`config.mk`:
```
export PLATFORM = sky130hd
export DESIGN_NAME = pc_gen
export DESIGN_NICKNAME = d
export VERILOG_FILES = /design/src/rtl/pc_gen.sv
export SDC_FILE = /design/constraint.sdc
export NUM_CORES = 1
export LEC_CHECK = 0
export CAP_MARGIN = 20
export CORE_UTILIZATION = 47
export CTS_CLUSTER_DIAMETER = 80
export DETAILED_ROUTE_END_ITERATION = 8
export MAX_ROUTING_LAYER = met4
export PLACE_DENSITY = 0.81
export SLEW_MARGIN = 30
export SYNTH_ARGS = -nofsm -noshare
export SYNTH_HDL_FRONTEND = slang
export SYNTH_SLANG_ARGS = --single-unit
```
`constraint.sdc`:
```
create_clock -name clk -period 3.1 [get_ports clk]
set_input_delay 0.775 -clock clk [delete_from_list [all_inputs] [get_ports clk]]
set_output_delay 0.775 -clock clk [all_outputs]
set_load 0.02 [all_outputs]
```
`src/rtl/pc_gen.sv`:
```
// Fetch-stage program counter with prioritised redirects and an exception PC.
// A redirect that arrives during a stall is parked and applied once the stall releases.
module pc_gen #(
  parameter int unsigned WIDTH        = 32,
  parameter logic [31:0] RESET_VECTOR = 32'h00003000,
  parameter logic [31:0] EXC_VECTOR   = 32'h00004180,
  parameter int unsigned STEP         = 4
) (
  input  logic             clk,
  input  logic             reset,
  input  logic             stall,
  input  logic             br_valid,
  input  logic [WIDTH-1:0] br_target,
  input  logic             exc_req,
  input  logic [WIDTH-1:0] exc_epc,
  input  logic             eret,
  output logic [WIDTH-1:0] pc,
  output logic [WIDTH-1:0] pc_plus,
  output logic [WIDTH-1:0] epc,
  output logic             pend_valid,
  output logic             misaligned
);

  localparam logic [WIDTH-1:0] RST_PC    = WIDTH'(RESET_VECTOR);
  localparam logic [WIDTH-1:0] EXC_PC    = WIDTH'(EXC_VECTOR);
  localparam logic [WIDTH-1:0] STEP_W    = WIDTH'(STEP);
  localparam logic [WIDTH-1:0] ALIGN_MSK = WIDTH'(STEP - 1);

  typedef enum logic {
    RUN  = 1'b0,
    HOLD = 1'b1
  } state_t;

  state_t           state_q, state_d;
  logic [WIDTH-1:0] pc_q, pc_d;
  logic [WIDTH-1:0] epc_q, epc_d;
  logic [WIDTH-1:0] pend_target_q, pend_target_d;

  assign pc         = pc_q;
  assign pc_plus    = pc_q + STEP_W;
  assign epc        = epc_q;
  assign pend_valid = (state_q == HOLD);
  assign misaligned = |(pc_q & ALIGN_MSK);

  always_comb begin
    state_d       = state_q;
    pc_d          = pc_q;
    epc_d         = epc_q;
    pend_target_d = pend_target_q;
    if (reset) begin
      state_d       = RUN;
      pc_d          = RST_PC;
      epc_d         = '0;
      pend_target_d = '0;
    end else if (exc_req) begin
      state_d = RUN;
      pc_d    = EXC_PC;
      epc_d   = exc_epc;
    end else if (stall) begin
      // Only the first redirect seen during a stall is kept.
      if (state_q == RUN) begin
        if (eret) begin
          pend_target_d = epc_q;
          state_d       = HOLD;
        end else if (br_valid) begin
          pend_target_d = br_target;
          state_d       = HOLD;
        end
      end
    end else if (state_q == HOLD) begin
      pc_d    = pend_target_q;
      state_d = RUN;
    end else if (eret) begin
      pc_d = epc_q;
    end else if (br_valid) begin
      pc_d = br_target;
    end else begin
      pc_d = pc_plus;
    end
  end

  always_ff @(posedge clk) begin
    state_q       <= state_d;
    pc_q          <= pc_d;
    epc_q         <= epc_d;
    pend_target_q <= pend_target_d;
  end

endmodule

```
==> out/results.tsv <==
metric	value	unit
run_status	finished with violations	
violations	setup timing	
dpl-instance-area	7320	µm²
nFillCells	874	
io_buffers	167	
path_class	register to output port	
wl_per_cell	19.0	µm
dp_hpwl	12700	µm
path_clk_slew	0.07	ns
slew_headroom	28.6	%
holdCritPathClass	register to register	
track_usage	32.2	%
critPathLaunchType	register	
core_area	11000	µm²
drv_slew	0	
seqCellArea	1940	µm²
peakVddDrop	249	µV
clk_path_buf_depth	2	
die-area	11800	µm²
fin_ws	-0.0210	ns
synthArstFlopShare	0	%
yosysWarnings	0	
period_share	101	%
cts.sinks	97	
worstPathArrival	2.35	ns
setup_viol	1	
syn-num-nets	719	
grt_pass1_wl	28600	µm
vias_per_cell	6.05	
postCtsHoldBufs	0	
cpMaxStageDelayCell	clkdlybuf4s50_1	
firstDrtPassIters	6	
dr_total_vias	5789	
stdcell_area	7670	µm²
final_net_count	883	
worstReg2RegStart	pend_valid$_SDFF_PP0_	
grt_max_degree	65	
synth_cell_type_count	62	
drive_gt1_share	11.8	%
cap_viol_max_count	0	
io_pins	168	
cts_tree	yes	
endpoint_kind	output port	
worstPathCellList	buf_4, nand2_1, nor3_1, xor2_1, clkdlybuf4s50_1	
numCtsBuffers	9	
hold_viol_final	0	
fin_crit	3.12	ns
overflow	0	
clock_latency	0.34	ns
skew	0.0141	ns
drt_iter0_drc	483	
grt_antenna_before_repair	0	
total_power	3290	µW
grt_pass1_vias	5575	
critPathMaxFanout	6	
leakagePower	0.00306	µW
cts_root_buf	clkbuf_16	
drc	0	
rows	38	
crit_path_max_incr_delay	0.68	ns
avgSynthCellArea	8.27	µm²
startpoint	pc[2]$_SDFFE_PP0N_	
worstMarginPinSlew	1.07	ns
die-width	109	µm
diodes	0	
gp_congestion	0.889	
max_freq	0.320	GHz
ys.flop_type	dfxtp_1	
die_h	109	µm
yosysSeqAreaShare	36.2	%
multi_input_area	3210	µm²
start_util	48.8	%
area_growth	43.1	%
syn_area	5360	µm²
hold_start	pend_target_q[22]$_SDFFE_PP0P_	
ant_nets	0	
syn_inst	648	
synth_edf_count	0	
power_density	429	nW/µm²
synth_seq_cells	97	
required	2.32	ns
drt_wl_total	18100	µm
ctsHtreeMaxLevel	3	
## per-stage QoR
step | cells | util [%] | hold slack (ns) | setup slack (ns) | TNS (ns)
6_report | 957 | 69.8 | 0.497 | -0.0210 | -0.0210
5_1_grt | 957 | 69.8 | 0.514 | -0.0673 | -0.0856
4_1_cts | 957 | 69.5 | 0.496 | 0.0186 | 0
3_5_place_dp | 941 | 66.7 | 0.486 | -0.0510 | -0.0510
3_3_place_gp | 941 | 66.7 | 0.481 | -0.0259 | -0.0259
2_1_floorplan | 648 | - | 0.473 | 0.207 | 0
## logic make-up after synthesis
kind of cell	share of synthesized area, %
compound gates	23.8
xor+xnor	3.90
fa+ha+maj	0.233
buf+inv	5.04
flops	36.2
mux	11.8
simple gates	19.0
## synthesized netlist by cell type (9+ instances only)
library cell | n | area [µm²]
nand4_1 | 10 | 62.6
o31ai_1 | 10 | 75.1
nor3_1 | 9 | 45.0
xnor2_1 | 14 | 123
buf_1 | 11 | 41.3
clkbuf_1 | 39 | 146
a211oi_1 | 31 | 233
mux2i_1 | 61 | 611
dfxtp_1 | 97 | 1940
o21ai_0 | 21 | 105
nor2_1 | 96 | 360
inv_1 | 11 | 41.3
a21oi_1 | 41 | 205
nand3_1 | 16 | 80.1
nand2_1 | 44 | 165
## routing by layer
metal | track usage, % | wire length [µm]
met1 | 39.8 | 7640
met2 | 53.4 | 8830
met3 | 5.02 | 1240
met4 | 11.0 | 432
met5 | - | 0
## power breakdown
| group | switching (µW) | internal, µW | total [µW] |
|---|---|---|---|
| Combinational | 357 | 326 | 683 |
| Clock | 511 | 720 | 1230 |
| Sequential | 60.2 | 1310 | 1370 |
## final timing paths
path	end	slack [ns]	depth (start not counted)
setup / recovery	pc_plus[9]	-0.02	5
setup reg to reg	pc[17]$_SDFFE_PP0N_	1.02	6
hold / removal	pend_target_q[22]$_SDFFE_PP0P_	0.50	2
hold reg to reg	pend_target_q[22]$_SDFFE_PP0P_	0.50	2
## worst max-delay path, delay by kind of cell, from the launching register on
family,cells,cell delay [ns]
XOR/XNOR,1,0.32
buffers and inverters,2,0.83
flip-flops,1,0.35
AND/OR/NAND/NOR,2,0.51
## cell type report
| type | count | area share, % |
|---|---|---|
| Multi-Input combinational cell | 483 | 41.8 |
| Clock buffer | 10 | 2.98 |
| Clock inverter | 6 | 1.24 |
| Inverter | 12 | 0.587 |
| Timing Repair Buffer | 209 | 25.7 |
| Tap cell | 140 | 2.28 |
| Sequential cell | 97 | 25.3 |
## what timing repair did
action                                 CTS  global route
resized for setup                       38            16
setup buffers                            0             1
endpoints found under the hold margin    0             0
pin swaps                                0             3
setup endpoints to repair               22            13
gates cloned                             0             0
## registers in the layout (all words and copies together), names as in the netlist, named ones only
signal,count
epc,32
pend_target_q,32
pc,30
pend_valid,1
## cell usage in the layout, fill, tap and decap left out, drive strengths merged, types with 8 or more instances in the layout
cell type	Yosys	layout
nand2	44	44
nor2	96	96
a211oi	31	31
o31ai	10	10
clkbuf	40	12
o21ai	21	21
nor3	10	10
dlygate4sd2	0	12
dfxtp	97	97
xnor2	15	15
xor2	8	8
a21oi	41	41
a221o	8	8
clkdlybuf4s50	0	140
inv	11	15
nand4	12	12
buf	16	50
mux2i	61	61
nand3	16	16
nor4	8	8
Power figures use the tool's default switching activity.
